`config.mk`:
```
export PLATFORM = sky130hd
export DESIGN_NAME = fila_param
export DESIGN_NICKNAME = d
export VERILOG_FILES = /design/src/rtl/fila_param.sv
export SDC_FILE = /design/constraint.sdc
export NUM_CORES = 1
export LEC_CHECK = 0
export BUFFER_PORTS_ARGS = -buffer_cell sky130_fd_sc_hd__buf_2
export CORE_ASPECT_RATIO = 1.4
export CORE_MARGIN = 4
export CORE_UTILIZATION = 59
export DETAILED_ROUTE_END_ITERATION = 16
export PLACE_DENSITY = 0.79
export SYNTH_ARGS = -nofsm -noshare
export SYNTH_HDL_FRONTEND = slang
export SYNTH_SLANG_ARGS = --single-unit
export TNS_END_PERCENT = 50
```
`constraint.sdc`:
```
create_clock -name clk_10KHz -period 3.1 [get_ports clk_10KHz]
set_input_delay 0.465 -clock clk_10KHz [delete_from_list [all_inputs] [get_ports clk_10KHz]]
set_output_delay 0.465 -clock clk_10KHz [all_outputs]
set_load 0.01 [all_outputs]
```
`src/rtl/fila_param.sv`:
```
// Synchronous FIFO of DEPTH x DATA_WIDTH with edge-triggered push/pop from level-held controls.
// Optional macro FILA_OVERWRITE_EN: a push into a full queue overwrites the oldest word instead of being dropped.
module fila_param #(
  parameter int DATA_WIDTH = 8,
  parameter int DEPTH      = 8,
  parameter int LEN_W      = $clog2(DEPTH + 1)
) (
  input  logic                  clk_10KHz,
  input  logic                  reset,
  input  logic [DATA_WIDTH-1:0] data_in,
  input  logic                  enqueue_in,
  input  logic                  dequeue_in,
  output logic [DATA_WIDTH-1:0] data_out,
  output logic [LEN_W-1:0]      len_out,
  output logic                  full_out,
  output logic                  empty_out
);

  localparam int PTR_W = $clog2(DEPTH);

  // Control protocol: enqueue_in/dequeue_in are levels; only the cycle in which a
  // level is seen high after being low (per the registered copy) requests an operation.
  // There is no back-pressure: a request that cannot be honoured is simply not performed.

  logic [DATA_WIDTH-1:0] mem [DEPTH];
  logic [PTR_W-1:0]      head;
  logic [PTR_W-1:0]      tail;
  logic                  enq_q;
  logic                  deq_q;
  logic                  push_req;
  logic                  pop_req;
  logic                  do_push;
  logic                  do_pop;
  logic                  drop_head;
  logic                  len_inc;
  logic                  len_dec;

  function automatic logic [PTR_W-1:0] next_ptr(input logic [PTR_W-1:0] p);
    // Explicit wrap so DEPTH need not be a power of two.
    return (p == PTR_W'(DEPTH - 1)) ? '0 : p + PTR_W'(1);
  endfunction

  assign full_out  = (len_out == LEN_W'(DEPTH));
  assign empty_out = (len_out == '0);

  always_comb begin
    push_req = enqueue_in & ~enq_q;
    pop_req  = dequeue_in & ~deq_q;
    do_pop   = pop_req & ~empty_out;
`ifdef FILA_OVERWRITE_EN
    do_push   = push_req;
    drop_head = push_req & full_out & ~do_pop;
`else
    do_push   = push_req & (~full_out | do_pop);
    drop_head = 1'b0;
`endif
    // A push into a full queue never grows it; it either pairs with a pop or overwrites.
    len_inc = do_push & ~do_pop & ~full_out;
    len_dec = do_pop & ~do_push;
  end

  always_ff @(posedge clk_10KHz) begin
    if (reset) begin
      head     <= '0;
      tail     <= '0;
      len_out  <= '0;
      data_out <= '0;
      enq_q    <= 1'b0;
      deq_q    <= 1'b0;
    end else begin
      enq_q <= enqueue_in;
      deq_q <= dequeue_in;
      if (do_push) tail <= next_ptr(tail);
      if (do_pop || drop_head) head <= next_ptr(head);
      if (do_pop) data_out <= mem[head];
      if (len_inc) len_out <= len_out + LEN_W'(1);
      else if (len_dec) len_out <= len_out - LEN_W'(1);
    end
  end

  // Storage is not reset; only the pointers and length define valid contents.
  always_ff @(posedge clk_10KHz) begin
    if (!reset && do_push) mem[tail] <= data_in;
  end

endmodule
```
Word-level counts from Yosys, hierarchy flattened
Memory sizes are Yosys's and may differ from the RTL's. A register that Yosys moved wholly into a read port is not among the register bits. Cells that the tools add are included.

Memories kept: 1. Register bits: 12. RAM bits: 64. Logic and storage cells: 37. Output and inout port bits: 14.

Memory list: mem (words 8, width 8, read ports 1, clocked after Yosys merged registers in 1, write ports 1, RTL line 25) `logic [DATA_WIDTH-1:0] mem [DEPTH];`.

Reduce and logical (&&, ||, !) cells: 4. Equality and inequality tests: 3. Bitwise operators: 14. Add/sub/neg operators: 4. Mux-type cells: 6.

Operators by type and width (count): two-way mux 4 bit (2); AND 1 bit (7); adder 3 x 1 -> 3 bit, second input constant (2); == test 3 bit, second input constant (2); two-way mux 3 bit (2); inverter 1 bit (6); adder 4 x 1 -> 4 bit, second input constant (1); == test 4 bit, second input constant (1); zero test 4 bit (1); subtractor 4 x 1 -> 4 bit, second input constant (1); two-way mux 1 bit (2); nonzero test 2 bit (1); logical AND 1 bit (1); zero test 1 bit (1); bitwise OR 1 bit (1).

Logic depth before layout (Yosys ltp)
Gate-level depths: netlist (run 1).

Depth after elaboration: 9. Mapped depth: 9.

Least setup slack after synthesis (run 1)
OpenSTA, ideal clock, no wires.

Path kind: register to register. Start: reg len_out[0]. End: reg len_out[3]. Setup slack: 0.676 ns. Buffers on the path: 1. Stages on the path, launching flop included: 10. Data arrival time: 2.296 ns. Path through: dfxtp_1 > or4_1 > buf_2 > a211oi_4 > inv_1 > ha_1 > a21oi_1 > a21boi_0 > mux2i_1 > o211ai_1.

Longest elaborated chain between the ends: 8. Elaborated cells on any way between the ends: 17.

Ends and longest elaborated chain: start: declaration (RTL line 14) `output logic [LEN_W-1:0] len_out,`; start signal: assignment (RTL line 76) `if (len_inc) len_out <= len_out + LEN_W'(1);`; start signal: assignment (RTL line 77) `else if (len_dec) len_out <= len_out - LEN_W'(1);`; zero test 4 bit (RTL line 44) `assign empty_out = (len_out == '0);`; inverter 1 bit (RTL line 49) `do_pop = pop_req & ~empty_out;`; AND 1 bit (RTL line 49); bitwise OR 1 bit (RTL line 54) `do_push = push_req & (~full_out | do_pop);`; AND 1 bit (RTL line 54); AND 1 bit or inverter 1 bit (tied branches) (RTL line 58, 59); AND 1 bit (on tied branches) (RTL line 58, 59); two-way mux 4 bit or nonzero test 2 bit (tied branches).

Parallel ways exist; a longest one is shown, timed or not. The select of a mux whose other input is x is not followed. A chain may end at the register's enable or synchronous reset.

Final worst setup path (run 1)
Ends and elaborated chain as after synthesis.

==> metrics, run 1 <==
Final Net Count=265; worst-margin pin slew=1.23 ns; cts repair resizes=0; Clock transition at path regs=0.08 ns; xor and xnor area share after synthesis=0.261%; setup bufs post-CTS=0; routed vias=1943; HP Start=dequeue_in; first-pass GRT wire length=10100 um; PD cells=724 nW/um^2; hold buffer count at cts=0; initial antenna violation count=0; Synth Flop Type=edfxtp_1; Avg Inst Size Synth=15.9 sq um; Sink Count=84; status=complete, no violations; Inserted Diodes=0; max_cap viols=0; Hold Path Class=input pin to flop; vias per cell=6.09; # IOs=26; final-report setup violation count=0; Synth cell types=28; Slew headroom=17.6%; TNS Setup=0 ns; Core Footprint=5530 sq um; syn_nets=230; Max Root-Sink Buffers=2; Post-Route WL=6220 um; post-synthesis mux area share=12.2%; final non-filler cell total=319; dpl cells=303; synthesized flop and latch total=84; Initial DRT Pass Iterations=4; grt ovf=0; post-synthesis compound-gate area fraction=4.33%; cts bufs inserted=9; Skew-Pair Late Insertion Delay=0.35 ns; Leak=1.31 nW; share of layout cells above drive strength 1=28.3%; WL/cell=19.5 um; WP data arrival=2.89 ns; top-count cell post-synth=edfxtp_1; largest net degree at the start of global routing=25; area leader, netlist=edfxtp_1; dpl cell area=3610 sq um; # DRC=0; Reg2Reg Depth=8; gp weighted congestion=0.859; Post-synth EDFFs=64; adder-cell area share of the yosys netlist=2.83%; worst setup path start=len_out[0]; clock skew=0.00943 ns; post-synthesis sequential area ratio=69.2%; final instance area=3810 sq um; RSZ-0062 raised after global routing=false; CP Launch Type=flop; initial DRC count=142; critical path data required time=3.32 ns; DP Wirelength=3980 um; critical path class=flop to flop; Synth top cells by count=64 x edfxtp_1, 20 x dfxtp_1, 19 x nor2_1; Final Critical Period=2.67 ns; Initial Utilization=60.7%; H-tree Lvls=3; CP max FO=7; fin. max-slew vios=0; Cells after Synth=211; FF-to-FF Start=len_out[0]; fmax=374 MHz; final number of hold-violating endpoints=0; chip height=97.2 um; largest family of logic cells by synthesized area=multiplexers; total track usage=19.5%; period utilization=86.3%; synth warn=0; post-synth top area share=57.3%; row cnt=32; Die Wd=71.7 um; TritonCTS clock tree=yes; Async S/R FF share, synth=0%; CTS Root Buffer Type=clkbuf_8; final core area utilization=69.0%; Worst VDD drop=0.462 mV; ranking of synthesized cells by area=edfxtp_1 57%, dfxtp_1 12%, mux4_2 11%, ha_1 2.2%, nor2_1 2.1%; hold path depth=2; Final ANT Viol Nets=0; IO buf count=25; Die Footprint=6980 sq um; post-synthesis simple-gate area fraction=9.62%; Post-Syn Area=3360 sq um; number of global-route vias before repair=2022; Worst setup EP type=flop; layout overhead on the synthesized area=13.6%
## cell type report
class                      count  area [sq um]
sequential                    84          2320
multi-input combinational    115          1010
inverter                       4          15.0
clock buffer                  10           138
clock inverter                 6          68.8
fill                         363          1710
timing repair buffer          32           178
tap                           68          85.1
## flip-flops by register name, summed over array words and instances (netlist names)
| register | flops |
|---|---|
| mem | 64 |
| tail | 3 |
| len_out | 4 |
| head | 3 |
| enq_q | 1 |
| deq_q | 1 |
| data_out | 8 |
## final timing paths
check | to | slack [ns]
worst max register to register | len_out[3] | 0.43
worst min register to register | data_out[7] | 0.50
worst max-delay path | len_out[3] | 0.43
worst min-delay path | deq_q | 0.36
## where the power goes
group          leakage, nW  internal [mW]  switching, mW  total [mW]
Sequential           0.742           1.29         0.0730        1.36
Combinational        0.465          0.271          0.338       0.609
Clock                0.104          0.402          0.394       0.795
Total                 1.31           1.96          0.805        2.76
## metrics by stage
step	worst slack (ns)	total power, mW	hold slack [ns]
after floorplan	0.676	1.82	0.511
after global placement	0.568	1.97	0.476
after detailed placement	0.459	2.00	0.484
after CTS	0.434	2.79	0.352
after global routing	0.172	2.91	0.369
final	0.426	2.76	0.361
## cells in the final DEF (no fill, tap or decap)
cell        instances
or4_1               1
o211ai_1            1
and2_1              1
clkinvlp_4          1
xor2_1              1
a21oi_1             8
nor4_2              4
dfxtp_1            20
bufinv_16           1
nand3_1             8
inv_1               4
clkinv_2            1
nor2b_1             5
o21ai_0             4
nand2_1             6
ha_1                6
edfxtp_1           64
mux4_2             16
clkbuf_8           10
buf_2              25
inv_6               3
fa_1                1
nor4b_2             1
a211oi_4            1
nor2_1             19
nor3b_2             1
nand3b_1            1
o22ai_1             8
nor3_1             13
a21boi_0            1
buf_4               7
nand2b_1            3
mux2i_1             5
## metal layers
metal | part of all wire (%) | vias to the layer above | GRT usage (%)
li1 | - | 898 | -
met1 | 40 | 975 | 23.9
met2 | 53 | 55 | 31.8
met3 | 4.6 | 15 | 5.69
met4 | 2.2 | 0 | 8.54
met5 | 0 | - | 0
## kinds of logic (layout without fill, tap and decap cells)
| kind of cell | Yosys count | count (layout) |
|---|---|---|
| AO/OA/AOI/OAI | 23 | 23 |
| adder cells (fa/ha/maj) | 7 | 7 |
| AND/OR/NAND/NOR | 63 | 63 |
| buffers and inverters | 12 | 52 |
| multiplexers | 21 | 21 |
| XOR/XNOR | 1 | 1 |
| flip-flops | 84 | 84 |
## critical path, stage by stage (launching register included)
cell and delay [ns]:
dfxtp_1 0.39, or4_1 0.67, a211oi_4 0.36, inv_1 0.18
ha_1 0.35, a21oi_1 0.23, a21boi_0 0.12, mux2i_1 0.15
o211ai_1 0.10
Note: power is estimated with default switching activity, not from simulation.
==> run 2: changes to the inputs <==
==> constraint.sdc (replaced) <==
create_clock -name clk_10KHz -period 3.1 [get_ports clk_10KHz]
set_input_delay 0.155 -clock clk_10KHz [delete_from_list [all_inputs] [get_ports clk_10KHz]]
set_output_delay 0.155 -clock clk_10KHz [all_outputs]
set_load 0.01 [all_outputs]
==> metrics, run 2 (same netlist as run 1, synthesis figures left out) <==
Largest stage delay, worst path=0.67 ns; max_cap viols=0; # DRC=0; Final Net Count=266; chip height=97.2 um; vias per cell=5.79; Largest register FFs=64; grt ovf=0; routed vias=1853; H-tree Lvls=3; critical-path cell list=or4_1 > a211oi_4 > inv_1 > ha_1 > a21oi_1 > a21boi_0 > mux2i_1 > o211ai_1; fin. max-slew vios=0; share of layout cells above drive strength 1=28.6%; critical path class=flop to flop; biggest regs=mem x64, data_out x8, len_out x4; Slew headroom=36.7%; Sink Count=84; Initial Utilization=60.7%; HP Start=dequeue_in; total power=2.67 mW; largest net degree at the start of global routing=25; clock skew=0.0113 ns; TNS Setup=0 ns; CP Launch Type=flop; Top reg by flops=mem; worst-margin pin slew=0.945 ns; initial antenna violation count=0; R2R Path End=len_out[3]; Initial DRT Pass Iterations=5; Skew-Pair Late Insertion Delay=0.35 ns; cts bufs inserted=9; hold path depth=2; Core Footprint=5530 sq um; Final Critical Period=2.65 ns; # IOs=26; commonest non-fill, non-tap cells in the layout=64 x edfxtp_1, 25 x buf_2, 20 x dfxtp_1; hold buffer count at cts=0; initial DRC count=136; Inserted Diodes=0; Buf/Inv on CP=1; RSZ-0062 raised after global routing=false; Reg2Reg Depth=8; WL/cell=18.7 um; final-report setup violation count=0; fmax=378 MHz; total track usage=18.9%; Worst setup EP type=flop; Die Footprint=6980 sq um; row cnt=32; Leak=1.30 nW; commonest non-fill, non-tap cell in the layout=edfxtp_1; Hold Path Class=input pin to flop; Worst VDD drop=0.403 mV; Hold Path Sink=deq_q; CTS Root Buffer Type=clkbuf_8; slowest CP cell=or4_1; layout overhead on the synthesized area=13.2%; status=complete, no violations; Clock transition at path regs=0.09 ns; IO buf count=25; Post-Route WL=5990 um; period utilization=85.3%; number of global-route vias before repair=1895; DP Wirelength=3780 um; final number of hold-violating endpoints=0; final hold slack=0.0504 ns; critical path data required time=3.33 ns; Worst path top cell family by delay=compound AO/OA/AOI/OAI gates; PD cells=703 nW/um^2; Max Root-Sink Buffers=2; FF-to-FF Start=len_out[0]; setup bufs post-CTS=0; gp weighted congestion=0.838; CP max FO=7; Die Wd=71.7 um; R2R Setup Slk=0.45 ns; WP data arrival=2.88 ns; Final ANT Viol Nets=0; TritonCTS clock tree=yes; cts repair resizes=0; first-pass GRT wire length=9650 um
[run 2: cell count changes in the layout (fill, tap and decap cells not counted)]
cell,previous run,this run
clkinv_4,0,2
buf_4,7,8
bufinv_16,1,0
clkbuf_8,10,9
inv_6,3,2
inv_8,0,1
[run 2: through the flow]
| stage | cells | area, sq um | setup WS [ns] | util [%] |
|---|---|---|---|---|
| finish | 320 | 3800 | 0.455 | 68.7 |
| detailed placement | 304 | 3610 | 0.465 | 65.4 |
| global route | 320 | 3800 | 0.182 | 68.7 |
| CTS | 320 | 3800 | 0.456 | 68.7 |
| floorplan | 211 | 3360 | 0.676 | - |
| global placement | 304 | 3610 | 0.560 | 65.4 |
[run 2: power by group]
| part | total, mW | leakage, nW | internal [mW] | switching [mW] |
|---|---|---|---|---|
| Clock | 0.709 | 0.0921 | 0.303 | 0.406 |
| Sequential | 1.35 | 0.742 | 1.28 | 0.0695 |
| Combinational | 0.605 | 0.471 | 0.273 | 0.331 |
| Total | 2.67 | 1.30 | 1.86 | 0.807 |
[run 2: worst max path at each step]
stage,from,to,cells past startpoint,slack [ns]
6_report,len_out[0],len_out[3],8,0.45
5_1_grt,len_out[0],len_out[3],8,0.18
4_1_cts,len_out[0],len_out[3],8,0.46
3_5_place_dp,len_out[0],len_out[3],8,0.46
3_3_place_gp,len_out[0],len_out[3],8,0.56
2_1_floorplan,len_out[0],len_out[3],9,0.68
[run 2: final cells by class]
cell class	instances	area (sq um)
well taps	68	85.1
clock inverters	7	58.8
inverters	4	15.0
multi-input cells	115	1010
repair buffers	33	185
flip-flops and latches	84	2320
clock buffers	9	124
fillers	374	1730
[run 2: layer usage]
metal,GRT usage [%],up-vias,share of wire [%]
met5,0,-,0
met4,9.26,0,2.0
met3,4.66,11,5.7
met2,29.7,56,50
met1,24.3,892,42
li1,-,894,-
